### config.mk
export PLATFORM = sky130hd
export DESIGN_NAME = cordic_gain_comp
export DESIGN_NICKNAME = d
export VERILOG_FILES = /design/src/rtl/cordic_gain_comp.sv
export SDC_FILE = /design/constraint.sdc
export NUM_CORES = 1
export LEC_CHECK = 0
export ABC_AREA = 1
export ABC_CLOCK_PERIOD_IN_PS = 1700
export CAP_MARGIN = 10
export CORE_UTILIZATION = 30
export CTS_BUF_LIST = sky130_fd_sc_hd__clkbuf_4 sky130_fd_sc_hd__clkbuf_8
export DETAILED_ROUTE_END_ITERATION = 6
export PLACE_DENSITY = 0.56
export SLEW_MARGIN = 20
export SYNTH_ARGS = -nofsm -noshare
export SYNTH_HDL_FRONTEND = slang
export SYNTH_SLANG_ARGS = --single-unit
### constraint.sdc
create_clock -name clk -period 1.7 [get_ports clk]
set_input_delay 0.425 -clock clk [delete_from_list [all_inputs] [get_ports clk]]
set_output_delay 0.425 -clock clk [all_outputs]
set_load 0.01 [all_outputs]
### src/rtl/cordic_gain_comp.sv
// CORDIC output stage: removes the rotation gain from X/Y, flags residual-angle
// convergence and hands cos/sin out through a two-stage valid/ready pipeline.

module cordic_gain_lane #(
  parameter int W      = 16,
  parameter int KCONST = 39797,
  parameter int ROUND  = 1
) (
  input  logic         clk,
  input  logic         rst_n,
  input  logic         adv1,
  input  logic         adv2,
  input  logic [W-1:0] din,
  output logic [W-1:0] dout
);
  localparam int PW = W + 17;
  localparam logic [PW-1:0] KX   = PW'(KCONST);
  localparam logic [PW-1:0] RADD = (ROUND != 0) ? PW'(32768) : '0;

  logic [PW-1:0] din_x, prod_q, rnd;
  logic          unused_lane;

  // Both operands fit in PW bits, so the low PW bits of the product are exact.
  assign din_x       = {{17{din[W-1]}}, din};
  assign rnd         = prod_q + RADD;
  assign unused_lane = ^{rnd[PW-1:W+16], rnd[15:0]};

  always_ff @(posedge clk or negedge rst_n) begin
    if (!rst_n) begin
      prod_q <= '0;
      dout   <= '0;
    end else begin
      if (adv1) prod_q <= din_x * KX;
      if (adv2) dout   <= rnd[W+15:16];
    end
  end
endmodule

module cordic_gain_comp #(
  parameter int W      = 16,
  parameter int KCONST = 39797,
  parameter int ROUND  = 1,
  parameter int ZTOL   = 4
) (
  input  logic         clk,
  input  logic         rst_n,
  input  logic         in_valid,
  output logic         in_ready,
  input  logic [W-1:0] Xin,
  input  logic [W-1:0] Yin,
  input  logic [W-1:0] Zin,
  output logic         out_valid,
  input  logic         out_ready,
  output logic [W-1:0] cos_out,
  output logic [W-1:0] sin_out,
  output logic [W-1:0] zres_out,
  output logic         conv_out
);
  localparam int NUM_LANES = 2;
  localparam int STAGES    = 2;

  logic [STAGES:1]                vld_pipe;
  logic                           adv1, adv2;
  logic [NUM_LANES-1:0][W-1:0]    lane_d, lane_q;
  logic [W:0]                     z_ext, z_abs;
  logic                           conv_d, conv1_q;
  logic [W-1:0]                   z1_q;

  assign adv2      = ~vld_pipe[2] | out_ready;
  assign adv1      = ~vld_pipe[1] | adv2;
  assign in_ready  = adv1;
  assign out_valid = vld_pipe[2];

  assign lane_d  = {Yin, Xin};
  assign cos_out = lane_q[0];
  assign sin_out = lane_q[1];

  generate
    for (genvar g = 0; g < NUM_LANES; g++) begin : g_lane
      cordic_gain_lane #(.W(W), .KCONST(KCONST), .ROUND(ROUND)) u_lane (
        .clk  (clk),
        .rst_n(rst_n),
        .adv1 (adv1),
        .adv2 (adv2),
        .din  (lane_d[g]),
        .dout (lane_q[g])
      );
    end
  endgenerate

  // One extra bit so the most negative Z has a representable magnitude.
  assign z_ext  = {Zin[W-1], Zin};
  assign z_abs  = z_ext[W] ? (~z_ext + 1'b1) : z_ext;
  assign conv_d = (z_abs <= (W+1)'(ZTOL));

  always_ff @(posedge clk or negedge rst_n) begin
    if (!rst_n) begin
      vld_pipe <= '0;
      z1_q     <= '0;
      conv1_q  <= 1'b0;
      zres_out <= '0;
      conv_out <= 1'b0;
    end else begin
      if (adv1) begin
        vld_pipe[1] <= in_valid;
        z1_q        <= Zin;
        conv1_q     <= conv_d;
      end
      if (adv2) begin
        vld_pipe[2] <= vld_pipe[1];
        zres_out    <= z1_q;
        conv_out    <= conv1_q;
      end
    end
  end
endmodule

-- Word level (Yosys, flattened, before mapping)
Index checks and enable logic that the tools add are counted.
- bits in registers: 132
- bits of input ports: 52
- output and inout port bits: 51
- word-level logic and storage cells: 22
- add/subtract/negate cells: 3
- multiply operators: 2
- magnitude comparators: 1
- muxes and demuxes: 1
- bitwise logic cells: 5
- operators with widths (operator ; count):
    adder 32 x 16 -> 32 bit (second input constant) ; 2
    multiplier 16 x 17 -> 32 bit (second input constant) ; 2
    adder 17 x 1 -> 17 bit (second input constant) ; 1
    less-or-equal comparator 17 x 3 -> 1 bit (second input constant) ; 1
    2-to-1 mux 17 bit ; 1
    inverter 17 bit ; 1
    inverter 1 bit ; 2
    OR 1 bit ; 2

-- Longest topological paths before layout
Gate-level depths: netlist (run 1).
- depth after elaboration: 4
- mapped depth: 24
- depth with buffers taken out: 24

-- Modules after synthesis
From an unflattened synthesis (run 1), not the netlist that was laid out.
- cell total of the unflattened synthesis: 2147
- area, all modules: 16306.9 um2
- by module, submodules not included (module ; instances ; cells an instance ; area each (um2) ; sequential area each (um2)):
    cordic_gain_lane (g_lane[1].u_lane) ; 1 ; 950 ; 7250.7 ; 825.8
    cordic_gain_lane (g_lane[0].u_lane) ; 1 ; 939 ; 7184.4 ; 825.8
    cordic_gain_comp ; 1 ; 258 ; 1871.8 ; 900.9

-- Least setup slack after synthesis (run 1)
No wires, ideal clock.
- kind: input -> register
- from: input port Xin[4]
- to: register g_lane[0].u_lane.prod_q[15]
- setup time: 0.119 ns
- arrival: 4.671 ns
- data required time: 1.581 ns
- setup slack: -3.090 ns
- stages: 19
- path buffers: 0
- cell sequence: fa_1 > fa_1 > fa_1 > inv_1 > fa_1 > inv_1 > fa_1 > inv_1 > fa_1 > inv_1 > ha_1 > nand2_1 > nor2_1 > and2_1 > nand2_1 > nand2_1 > or2_2 > nand3_1 > nand2_1
- word-level cells in the longest chain between the ends: 1
- ends and longest elaborated chain (element ; line ; text):
    start, declared ; 49 ; input logic [W-1:0] Xin,
    multiplier 16 x 17 -> 32 bit ; 33 ; if (adv1) prod_q <= din_x * KX;
    end signal, assigned ; 33 ;
    end, declared ; 20 ; logic [PW-1:0] din_x, prod_q, rnd;
Every way passes these cells.
A chain may end at the register's enable or synchronous reset.

-- Final worst setup path (run 1)
- from: input port Yin[9]
- to: register g_lane[1].u_lane.prod_q[27]
- word-level cells in the longest chain between the ends: 1
- ends and longest elaborated chain (element ; line ; text):
    start, declared ; 50 ; input logic [W-1:0] Yin,
    multiplier 16 x 17 -> 32 bit ; 33 ;
    end signal, assigned ; 33 ;
    end, declared ; 20 ;
Every way passes these cells.

==> results of run 1 <==
## cell usage in the layout, fill, tap and decap left out, types with 28 or more instances in the layout
master         count
nand2_1          436
inv_1            395
buf_4            246
ha_1             182
fa_1             178
dfrtp_1          102
nand3_1           80
nand2_2           74
inv_2             67
ha_4              65
nor2_1            59
dlygate4sd2_1     51
o21ai_0           45
nor2_4            33
buf_6             33
nand2_4           30
nand3_2           28
## cell families (layout without fill, tap and decap cells)
group | after synthesis | count (layout)
compound gates | 143 | 143
xor+xnor | 26 | 26
fa+ha+maj | 443 | 443
buf+inv | 490 | 853
flops | 102 | 102
simple gates | 825 | 825
## through the flow
stage,utilization [%],std cells
CTS,41.6,3069
floorplan,-,2029
finish,42.6,3072
detailed placement,38.6,3015
global placement,38.6,3015
global route,42.6,3072
## cells in the mapped netlist, drive strengths merged
library cell / n / share of area (%)
inv: 467 / 11
xnor2: 4 / 0.22
nor2: 114 / 3.0
nand3b: 10 / 0.47
or3: 2 / 0.079
a21o: 3 / 0.14
buf: 5 / 0.19
nand3: 112 / 3.6
nand2: 543 / 13
dfrtp: 102 / 16
o21bai: 5 / 0.24
xor2: 22 / 1.2
a21oi: 53 / 1.7
a21boi: 2 / 0.095
nor3: 11 / 0.41
o21a: 7 / 0.33
clkbuf: 18 / 0.43
or2: 9 / 0.36
fa: 192 / 24
and2: 6 / 0.24
nand4: 18 / 0.79
a31oi: 4 / 0.16
o21ai: 69 / 2.2
ha: 251 / 20
## how the worst min path moves through the flow
stage / startpoint / endpoint / slack (ps) / depth (start not counted)
2_1_floorplan: rst_n / conv1_q / 130 / 0
3_3_place_gp: rst_n / zres_out[2] / 340 / 1
6_report: rst_n / zres_out[4] / 470 / 2
5_1_grt: rst_n / zres_out[2] / 470 / 2
4_1_cts: rst_n / zres_out[4] / 440 / 2
3_5_place_dp: rst_n / zres_out[4] / 340 / 1
## final cells by class
| cell class | instances | area, um2 |
|---|---|---|
| Tap cell | 680 | 851 |
| Clock buffer | 9 | 124 |
| Timing Repair Buffer | 370 | 3160 |
| Clock inverter | 7 | 83.8 |
| Sequential cell | 102 | 2550 |
| Fill cell | 5191 | 29700 |
| Inverter | 467 | 1770 |
| Multi-Input combinational cell | 1437 | 13500 |
## sequential cells by signal, indices dropped and copies added, names as in the netlist
signal	flops
z1_q	16
g_lane.u_lane.dout	32
vld_pipe	2
zres_out	16
conv1_q	1
g_lane.u_lane.prod_q	34
conv_out	1
## routing by layer
layer,vias up,global-route usage (%),share of wire (%),wire length (um)
li1,6929,-,-,-
met1,6552,20.9,44,19300
met2,161,30.7,51,22400
met3,48,1.02,2.0,852
met4,0,4.79,2.2,965
met5,-,0,0,0
## timing repair
action                                  CTS  global route
hold endpoints to repair                 20             0
hold buffers                              1             0
pin swaps                               200           149
endpoints found under the setup margin   95            52
gates resized for setup                 473           177
setup buffers                            37             9
## worst register-to-register path, stage by stage (launching register included)
cell and delay (ps):
dfrtp_1 370, ha_2 190, nand2_2 70, nor2_2 100
nand3b_1 170, nor3_2 220, nand3b_1 150, xnor2_2 190
nand2_1 80, nand2_1 70
==> impl_results.md, run 1 <==
- Row count: 83
- Fraction of synthesized area in multiplexers: 0%
- Remaining antenna violation count: 0
- Total of buffers placed on input and output ports: 102
- R2R Path End: g_lane[1].u_lane.dout[13]
- Maxcap violations: 0
- Slew at the pin with the worst max-slew slack: 626 ps
- Clock buffer depth: 2
- Wire length of the first global-routing pass: 72400 um
- Drt pass-1 iters: 5
- Peak Freq: 0.222 GHz
- Critical Setup Path Class: in2reg
- Cell occurring most often along the worst timing path: fa_1
- Vertical die dimension: 232 um
- Capture point of the worst path: g_lane[1].u_lane.prod_q[27]
- Number of vias in the routed layout: 13690
- Levels on crit path: 19
- GPL Wtd Cong: 0.924
- Worst hold slack: 472 ps
- Total count of hold-check failures in the final report: 0
- TritonCTS buffer count: 9
- Worst r2r path cells: 9
- Post-Synthesis Cells: 2029
- Slack of the worst reg-to-reg path: 50 ps
- Placed cell areas: 20000 um2
- Critical path startpoint: Yin[9]
- Slew HR: 58.3%
- Area grow syn2layout: 39.3%
- Total global routing overflow: 0
- Arrival time of data at the critical path endpoint: 4790 ps
- Period Utilization, post-route: 265%
- Post-Syn Nets: 2524
- WP data required: 1980 ps
- Root Driver: clkbuf_8
- Overall fraction of global-route tracks in use: 16.7%
- Iteration-0 DRC count of the detailed router: 518
- #FFs+latches synth: 102
- Width of the die: 232 um
- HP Class: in2async
- Clock period minus final worst setup slack: 4510 ps
- Worst-case setup slack after placement: -3760 ps
- Clock Pin Slew Worst Setup and Hold Paths: 120 ps
- Number of primary I/O pins: 103
- Dominant combinational cell family by area after synthesis: adder cells
- Largest net degree at the start of global routing: 63
- Post-layout nets: 2882
- R2R Path Start: g_lane[1].u_lane.prod_q[16]
- Outcome: finished, violations left
- Clock skew: 19.4 ps
- Core footprint: 51700 um2
- Worst Setup End Kind: flip-flop
- CP max-delay cell: fa_1
- Worst path bufs/invs: 4
- DRC violation count after routing: 0
- Vias in the first global route: 14717
- Largest stage delay on the critical path: 580 ps
- Final routed wire length divided by cell count: 14.1 um
- Violated checks: negative setup slack
- Setup repair after global routing missed its margin: true
- Final number of max-transition violations: 0
- Synth Cell Area: 15800 um2
- Ordered list of cells on the worst path: buf_12, fa_1, fa_2, fa_1, fa_2, fa_1, inv_2, fa_1, inv_2, ha_4, nand2_4, nor2_4, buf_4, nand2_1, nand3b_1, nand3_1, nand2_1, nand3_1, nand2_1
- Fraction of layout cells with a size suffix above 1: 30.2%
- Antenna violations before repair: 0
- Starting utilization of the core area: 30.6%
- Parity-gate share of the synthesized area counting xor and xnor cells: 1.44%
- Synth warnings: 0
- Highest net fanout along the worst path: 4
- Antenna cell count: 0
- WL final: 43400 um
- Synth Area in Adders: 44.1%
- Share of the synthesized area in compound gates (AO/OA/AOI/OAI): 4.84%
- Via-per-instance ratio: 4.46
- Number of distinct library cells after synthesis: 34
- Clock sink count: 102
- DP HPWL: 36600 um
- Finish-stage setup viols: 34
- Proportion of synthesized chip area in sequential cells: 16.1%
- Overall die area: 53700 um2
- Final worst setup slack: -2810 ps
- Crit path launch type: input port
- Crit path max-delay family: adder cells
- Summed area of non-filler cells in the final layout: 22100 um2
- Post-Synthesis Mean Instance Area: 7.80 um2
- Clock latency reported for the late side of the worst-skew pair: 380 ps
- Sum Neg Setup Slack: -91090 ps
- Simple-gate area share of the yosys netlist: 21.8%
- CTS H-Tree Depth: 3
- TritonCTS clock tree: built
Power of run 1 is not shown: default switching activity piles up to over one toggle a cycle in this logic, so the estimate is an artifact.
==> run 2: changes to the inputs <==
--- a/config.mk
+++ b/config.mk
@@ -5,7 +5,6 @@
 export SDC_FILE = /design/constraint.sdc
 export NUM_CORES = 1
 export LEC_CHECK = 0
-export ABC_AREA = 1
 export ABC_CLOCK_PERIOD_IN_PS = 1700
 export CAP_MARGIN = 10
 export CORE_UTILIZATION = 30
==> run 2 against run 1 <==
  * The flow still finishes with violations (negative setup slack)
  * Sequential share of layout area grew 1.6 points
  * Final cell count fell by 21%
  * Routed wire length shrank 21%
  * Die area down 12%
  * Non-clock buffer count increased by 54
  * First-iteration DRC count shrank 22%
  * Via count fell by 21%
==> impl_results.md, run 2 <==
- EDFF count, synth: 0 (unchanged)
- GPL Wtd Cong: 0.872 (-5.6%)
- Ordered list of cells on the worst path: buf_12, fa_1, fa_2, fa_1, inv_1, fa_1, inv_1, fa_1, inv_1, fa_1, inv_2, ha_4, nand4_1, a211oi_2, a221oi_2, a21oi_2, o311a_4, o311a_4, or4_1, nand3_1
- Drt pass-1 iters: 4 (-1)
- CP max-delay cell: fa_1
- TritonCTS clock tree: built
- Summed area of non-filler cells in the final layout: 19400 um2 (-12%)
- Clock period minus final worst setup slack: 5230 ps (+715 ps)
- Antenna violations before repair: 0 (unchanged)
- Cell with the most instances after synthesis: inv_1
- Overall fraction of global-route tracks in use: 15.2% (-1.5 points)
- Period Utilization, post-route: 307% (+42 points)
- Starting utilization of the core area: 30.5% (-0.083 points)
- Post-Synthesis Cells: 1406 (-31%)
- TritonCTS buffer count: 9 (unchanged)
- Proportion of netlist area held by the largest area contributor: 27.6% (+3.3 points)
- Post-layout nets: 2312 (-20%)
- Biggest area contributors in the synthesized netlist: fa_1, ha_1, dfrtp_1
- Post-Syn Nets: 1901 (-25%)
- Post-Synthesis Mean Instance Area: 9.90 um2 (+27%)
- Width of the die: 217 um (-6.2%)
- Proportion of synthesized chip area in sequential cells: 18.3% (+2.2 points)
- Most used standard cells in the synthesized netlist: inv_1, ha_1, fa_1
- Number of vias in the routed layout: 10752 (-21%)
- Violated checks: negative setup slack
- Vertical die dimension: 217 um (-6.2%)
- Largest net degree at the start of global routing: 81 (+29%)
- Cell type with the largest total area after synthesis: fa_1
- Top register by number of flip-flops: g_lane.u_lane.prod_q
- Cell occurring most often along the worst timing path: fa_1
- Wire length of the first global-routing pass: 58200 um (-20%)
- Clock sink count: 102 (unchanged)
- Worst r2r path cells: 6 (-3)
- Fillers: 4416 (-15%)
- Iteration-0 DRC count of the detailed router: 406 (-22%)
- Total global routing overflow: 0 (unchanged)
- Total of buffers placed on input and output ports: 102 (unchanged)
- Peak Freq: 0.191 GHz (-14%)
- Total count of hold-check failures in the final report: 0 (unchanged)
- R2R Path End: g_lane[0].u_lane.prod_q[30]
- Min-Delay Endpoint: z1_q[4]
- Synth warnings: 0 (unchanged)
- Top library cells by usage in the layout, fill and taps aside: buf_4, inv_1, ha_1, fa_1, nand2_1
- Biggest registers after layout: g_lane.u_lane.prod_q: 34 flops, g_lane.u_lane.dout: 32 flops
- Worst Setup End Kind: flip-flop
- DRC violation count after routing: 0 (unchanged)
- Synth Cell Area: 13900 um2 (-12%)
- Via-per-instance ratio: 4.44 (-0.38%)
- Maxcap violations: 0 (unchanged)
- Commonest non-fill, non-tap cell in the layout: buf_4
- Pwr dens: 2310 nW/um2
- DP HPWL: 29100 um (-21%)
- Clock Pin Slew Worst Setup and Hold Paths: 110 ps (about the same)
- Outcome: finished, violations left
- Final routed wire length divided by cell count: 14.2 um (+0.29%)
- Highest net fanout along the worst path: 5 (+1)
- Largest stage delay on the critical path: 510 ps (-70 ps)
- Remaining antenna violation count: 0 (unchanged)
- WL final: 34300 um (-21%)
- Slew at the pin with the worst max-slew slack: 567 ps (-59.3 ps)
- Core footprint: 45600 um2 (-12%)
- Root Driver: clkbuf_8
- Clock latency reported for the late side of the worst-skew pair: 380 ps (about the same)
- Prevailing post-synth register cell: dfrtp_1
- Leakage: 9.84 nW
- Arrival time of data at the critical path endpoint: 5550 ps (+760 ps)
- Area grow syn2layout: 39.5%
- Final number of max-transition violations: 0 (unchanged)
- Count of cells along the worst hold path: 4
- Worst vdd rail ir drop: 0.00154 V
- Max reg flops: 34 (unchanged)
- Final worst setup slack: -3530 ps (-715 ps)
- Clock skew: 13.8 ps (-5.59 ps)
- Clock buffer depth: 2 (unchanged)
- #FFs+latches synth: 102 (unchanged)
- Number of distinct library cells after synthesis: 61 (+79%)
- Sum Neg Setup Slack: -111350 ps (-20260 ps)
- Fraction of layout cells with a size suffix above 1: 32.1% (+1.9 points)
- Hold Crit Start: Zin[4]
- Critical Setup Path Class: in2reg
- R2R Path Start: vld_pipe[2]
- CTS H-Tree Depth: 3 (unchanged)
- Ys async rst share: 100% (unchanged)
- HP Class: in2reg
- Overall die area: 47300 um2 (-12%)
- Antenna cell count: 0 (unchanged)
- WP data required: 2020 ps (+40 ps)
- Crit path launch type: input port
- Setup repair after global routing missed its margin: true
- Placed cell areas: 18000 um2 (-9.7%)
- Vias in the first global route: 11726 (-20%)
- Finish-stage setup viols: 35 (+2.9%)
- Slew HR: 62.2% (+4.0 points)
- Slack of the worst reg-to-reg path: 30 ps (-20 ps)
- Number of primary I/O pins: 103 (unchanged)
- Row count: 78 (-6.0%)
## run 2: cell types whose count changed in the layout (fill, tap and decap cells not counted), moves of 42 or more
cell and change:
inv_1 -121, nand2_2 -72, nand3_1 -67, buf_4 +47, inv_2 -42, nand2_1 -320
## run 2: kinds of logic (layout without fill, tap and decap cells)
group,count (synthesis),after routing,synth area share [%]
AND/OR/NAND/NOR,275,275,9.12
adder cells (fa/ha/maj),443,443,50.2
buffers and inverters,327,743,8.82
AO/OA/AOI/OAI,181,181,8.24
multiplexers,22,22,1.77
XOR/XNOR,56,56,3.52
flip-flops,102,102,18.3
## run 2: routing by layer
metal | part of all wire, % | vias up | global-route usage [%]
li1 | - | 5360 | -
met1 | 46 | 5276 | 19.9
met2 | 51 | 100 | 27.5
met3 | 2.0 | 16 | 1.30
met4 | 0.80 | 0 | 2.42
met5 | 0 | - | 0
## run 2: worst max path at each step
stage / start / to / slack (ps) / cells after the start
finish: Xin[5] / g_lane[0].u_lane.prod_q[28] / -3530 / 20
global route: Xin[5] / g_lane[0].u_lane.prod_q[28] / -3710 / 20
global placement: Xin[6] / g_lane[0].u_lane.prod_q[27] / -4510 / 23
floorplan: Xin[6] / g_lane[0].u_lane.prod_q[28] / -3660 / 19
detailed placement: Xin[5] / g_lane[0].u_lane.prod_q[31] / -4610 / 23
CTS: Yin[5] / g_lane[1].u_lane.prod_q[27] / -3650 / 23
## run 2: per-stage QoR
stage               power [mW]  std cells  util, %  setup slack (ps)  hold WS, ps
global placement          36.3       2358     39.6             -4510          399
CTS                       42.3       2405     41.5             -3650          343
global route              49.9       2422     42.6             -3710          379
floorplan                 24.3       1406        -             -3660          129
detailed placement        36.8       2358     39.6             -4610          401
finish                    44.9       2422     42.6             -3530          375
## run 2: power breakdown
part,internal (mW),leakage [nW],switching [mW]
clock network,0.746,0.110,0.917
registers,3.50,1.21,0.753
logic,20.6,8.52,18.3
total,24.9,9.84,20.0
## run 2: final cells by class
| class | instances | area [um2] | area share [%] |
|---|---|---|---|
| clock buffers | 10 | 138 | 0.709 |
| clock inverters | 6 | 72.6 | 0.374 |
| inverters | 303 | 1150 | 5.91 |
| multi-input cells | 977 | 11300 | 58.2 |
| flip-flops and latches | 102 | 2550 | 13.1 |
| well taps | 600 | 751 | 3.87 |
| repair buffers | 424 | 3460 | 17.8 |
## run 2: what timing repair did
item,4_1_cts,5_1_grt
resized for setup,292,124
hold endpoints to repair,25,0
hold buffers,1,0
pin swaps,125,103
buffers inserted,33,22
endpoints found under the setup margin,126,66
gates cloned,0,0
## run 2: critical path: cells and delay by family
kind | cells | cell delay, ps
AOI/OAI and AO/OA | 5 | 1190
adders and majority gates | 7 | 3040
buffers and inverters | 5 | 310
and+or+nand+nor | 3 | 570
(Power assumes the default switching activity.)
==> variant 1, RTL diff (config.mk and constraints of run 1) <==
`KCONST` is set to 39797 in 2 places; all go to 29847.
--- a/src/rtl/cordic_gain_comp.sv
+++ b/src/rtl/cordic_gain_comp.sv
@@ -3,7 +3,7 @@
 
 module cordic_gain_lane #(
   parameter int W      = 16,
-  parameter int KCONST = 39797,
+  parameter int KCONST = 29847,
   parameter int ROUND  = 1
 ) (
   input  logic         clk,
@@ -38,7 +38,7 @@
 
 module cordic_gain_comp #(
   parameter int W      = 16,
-  parameter int KCONST = 39797,
+  parameter int KCONST = 29847,
   parameter int ROUND  = 1,
   parameter int ZTOL   = 4
 ) (
Function: changed (a bounded check fails within 4 cycles, from zero or initial values and one cycle with rst_n low).
==> variant 1 against run 1 <==
  * The run still ends with negative setup slack left
  * Die area grew 12%
  * Via count grew 12%
  * Non-clock buffer count grew 91
  * Clock skew shrank 0.0050 ns
  * Synthesized cell count grew 12%
  * Wire length grew 17%
  * Synthesized area grew 12%
  * Count of clock-buffer cells in the layout grew 1
  * Sequential cell count is the same
  * Worst setup slack lost 0.043 ns
  * Final area grew 16%
  * Highest routed layer unchanged
Power is left out: the tool's default activity adds up to more than one toggle a clock period on the data nets, which glitch-free logic cannot reach.
==> variant 1: results (changes against run 1) <==
fillerInstances: 5708  # +10%
grt_use_met1_pct: 22.0  # +1.1 points
synth-compound-area-share_pct: 5.01  # +0.16 points
dp_slack_ns: -3.91  # -0.148 ns
fin_nets: 3305  # +15%
clkTransAtPathRegs_ns: 0.10  # -0.02 ns
slew_headroom_pct: 54.6  # -3.7 points
routed-wl-met2_um: 26600  # +19%
syn_avg_cell_area_um2: 7.81  # about the same
crit_end: "g_lane[0].u_lane.prod_q[24]$_DFFE_PN0P_"
yosysUniqueCellTypes: 33  # -2.9%
fin_ws_ns: -2.85  # -0.0427 ns
setup_violations: 34  # unchanged
met2_usage_pct: 32.8  # +2.1 points
arrival_ns: 4.84  # +0.05 ns
worstHoldPathType: "reg2reg"
drive_gt1_share_pct: 33.2  # +2.9 points
hpwlAfterDp_um: 43500  # +19%
violations: "negative setup slack"
fin_cells: 3494  # +14%
path_max_fanout: 3  # -1
post_cts_buffers: 44  # +19%
ys_seq_area_share_pct: 14.4  # -1.8 points
synth_nets: 2856  # +13%
wl_met1_um: 22700  # +18%
status: "finished, violations left"
==> variant 1: cell type report <==
type                    count  area [µm²]  share of cell area [%]
clock buffers              10         131                   0.513
clock inverters             6        67.6                   0.264
inverters                 589        2260                    8.80
multi-input cells        1561       15700                    61.3
flip-flops and latches    102        2550                    9.97
well taps                 765         957                    3.73
repair buffers            461        3960                    15.4
==> variant 1: worst min-delay path by stage <==
stage	to	slack [ns]	depth (start not counted)
2_1_floorplan	conv1_q$_DFFE_PN0P_	0.13	0
6_report	zres_out[10]$_DFFE_PN0P_	0.48	2
3_5_place_dp	zres_out[7]$_DFFE_PN0P_	0.41	1
4_1_cts	zres_out[10]$_DFFE_PN0P_	0.48	2
3_3_place_gp	zres_out[0]$_DFFE_PN0P_	0.41	1
5_1_grt	zres_out[8]$_DFFE_PN0P_	0.51	2
==> variant 1: tightest hold or removal path: stages, from the launching register on <==
cell and delay [ns]:
dfrtp_1 0.35, nand2_1 0.05, nand2_1 0.05
==> variant 2, RTL diff (flow settings as in run 1) <==
Without the edit above. Make the reset (`rst_n`) synchronous in 2 clocked blocks.
--- a/src/rtl/cordic_gain_comp.sv
+++ b/src/rtl/cordic_gain_comp.sv
@@ -25,7 +25,7 @@
   assign rnd         = prod_q + RADD;
   assign unused_lane = ^{rnd[PW-1:W+16], rnd[15:0]};
 
-  always_ff @(posedge clk or negedge rst_n) begin
+  always_ff @(posedge clk) begin
     if (!rst_n) begin
       prod_q <= '0;
       dout   <= '0;
@@ -93,7 +93,7 @@
   assign z_abs  = z_ext[W] ? (~z_ext + 1'b1) : z_ext;
   assign conv_d = (z_abs <= (W+1)'(ZTOL));
 
-  always_ff @(posedge clk or negedge rst_n) begin
+  always_ff @(posedge clk) begin
     if (!rst_n) begin
       vld_pipe <= '0;
       z1_q     <= '0;
Function: differs if rst_n is asserted again (counterexample within 4 cycles, from zero or initial values and one cycle with rst_n low); with rst_n held inactive, the same outputs for 10 cycles.
==> variant 2 against run 1 <==
  * The flow still finishes with violations (negative setup slack)
  * Count of clock-buffer cells in the layout is 2 higher
  * Worst setup slack worse by 0.14 ns
  * Final area grew 3.0%
  * Wire length rose by 5.8%
  * Synthesized area fell by 2.5%
  * Via count rose by 4.2%
  * Sequential cell count is the same
  * Largest cell class unchanged
Power is not shown: default switching activity piles up to over one toggle a cycle in this logic, so the estimate is an artifact.
==> variant 2: results (changes against run 1) <==
status: "finished, violations left"
violations: "negative setup slack"
crit_end: "g_lane[1].u_lane.prod_q[24]$_SDFFE_PN0P_"
worstHoldPathType: "in2reg"
grt_max_degree: 48  # -24%
cpPeakStageDelay_ns: 0.54  # -0.04 ns
wl_per_cell_um: 14.7  # +3.9%
synth_cells: 2011  # -0.89%
synth_commonest_cells: "inv_1, nand2_1, ha_1"
dp_slack_ns: -3.91  # -0.145 ns
bufAreaShareNonClock_pct: 17.1  # +2.7 points
setup_violations: 34  # unchanged
fin_ws_ns: -2.95  # -0.138 ns
numSequentialCells: 102  # unchanged
gp_congestion: 0.882  # -4.5%
clock_area_share_pct: 0.920  # -0.022 points
grt_pass1_vias: 15200  # +3.5%
synth-compound-area-share_pct: 9.18  # +4.3 points
setup_tns_ns: -96.10  # -5.01 ns
n_all_buffers: 462  # +25%
ys.flop_type: "dfxtp_1"
multi_input_area_um2: 13900  # +2.8%
post_cts_buffers: 45  # +22%
grt_pass1_wl_um: 74700  # +3.1%
ys_seq_area_share_pct: 13.2  # -2.9 points
placed_cells: 3047  # +1.1%
synthArstFlopShare_pct: 0  # -100 points
met3_usage_pct: 1.24  # +0.22 points
crit_start: "Yin[5]"
hold_slack_ns: 0.366  # -0.106 ns
fin_nets: 2947  # +2.3%
grt_use_met1_pct: 20.9  # about the same
worst_pin_slew_ns: 0.599  # -0.0266 ns
r2r-start: "g_lane[0].u_lane.prod_q[16]$_SDFFE_PN0P_"
[variant 2: cell count changes in the layout (fill, tap and decap cells not counted), sizes merged, moves of 11 or more]
cell    before  now
nand2      543  300
dfrtp      102    0
dfxtp        0  102
nor2       114  203
buf        296  382
a21oi       53  104
o21ai       69  112
o21bai       5   26
inv        471  486
nor3        11   26
nand3      112  101
[variant 2: cells by family (layout without fill, tap and decap cells)]
| family | after synthesis | after routing |
|---|---|---|
| AOI/OAI and AO/OA | 261 | 261 |
| adders and majority gates | 443 | 443 |
| buffers and inverters | 515 | 961 |
| xor gates and xnor gates | 28 | 28 |
| DFF | 102 | 102 |
| and+or+nand+nor | 662 | 662 |
[variant 2: worst register-to-register path, stage by stage, from the launching register on]
cell and delay, ns:
dfxtp_4 0.38, buf_4 0.11, nand3_2 0.11, nor2_4 0.17, nand4_4 0.15, nor2_4 0.16, nand4_1 0.11, xnor2_1 0.14
o21bai_1 0.16, inv_1 0.05
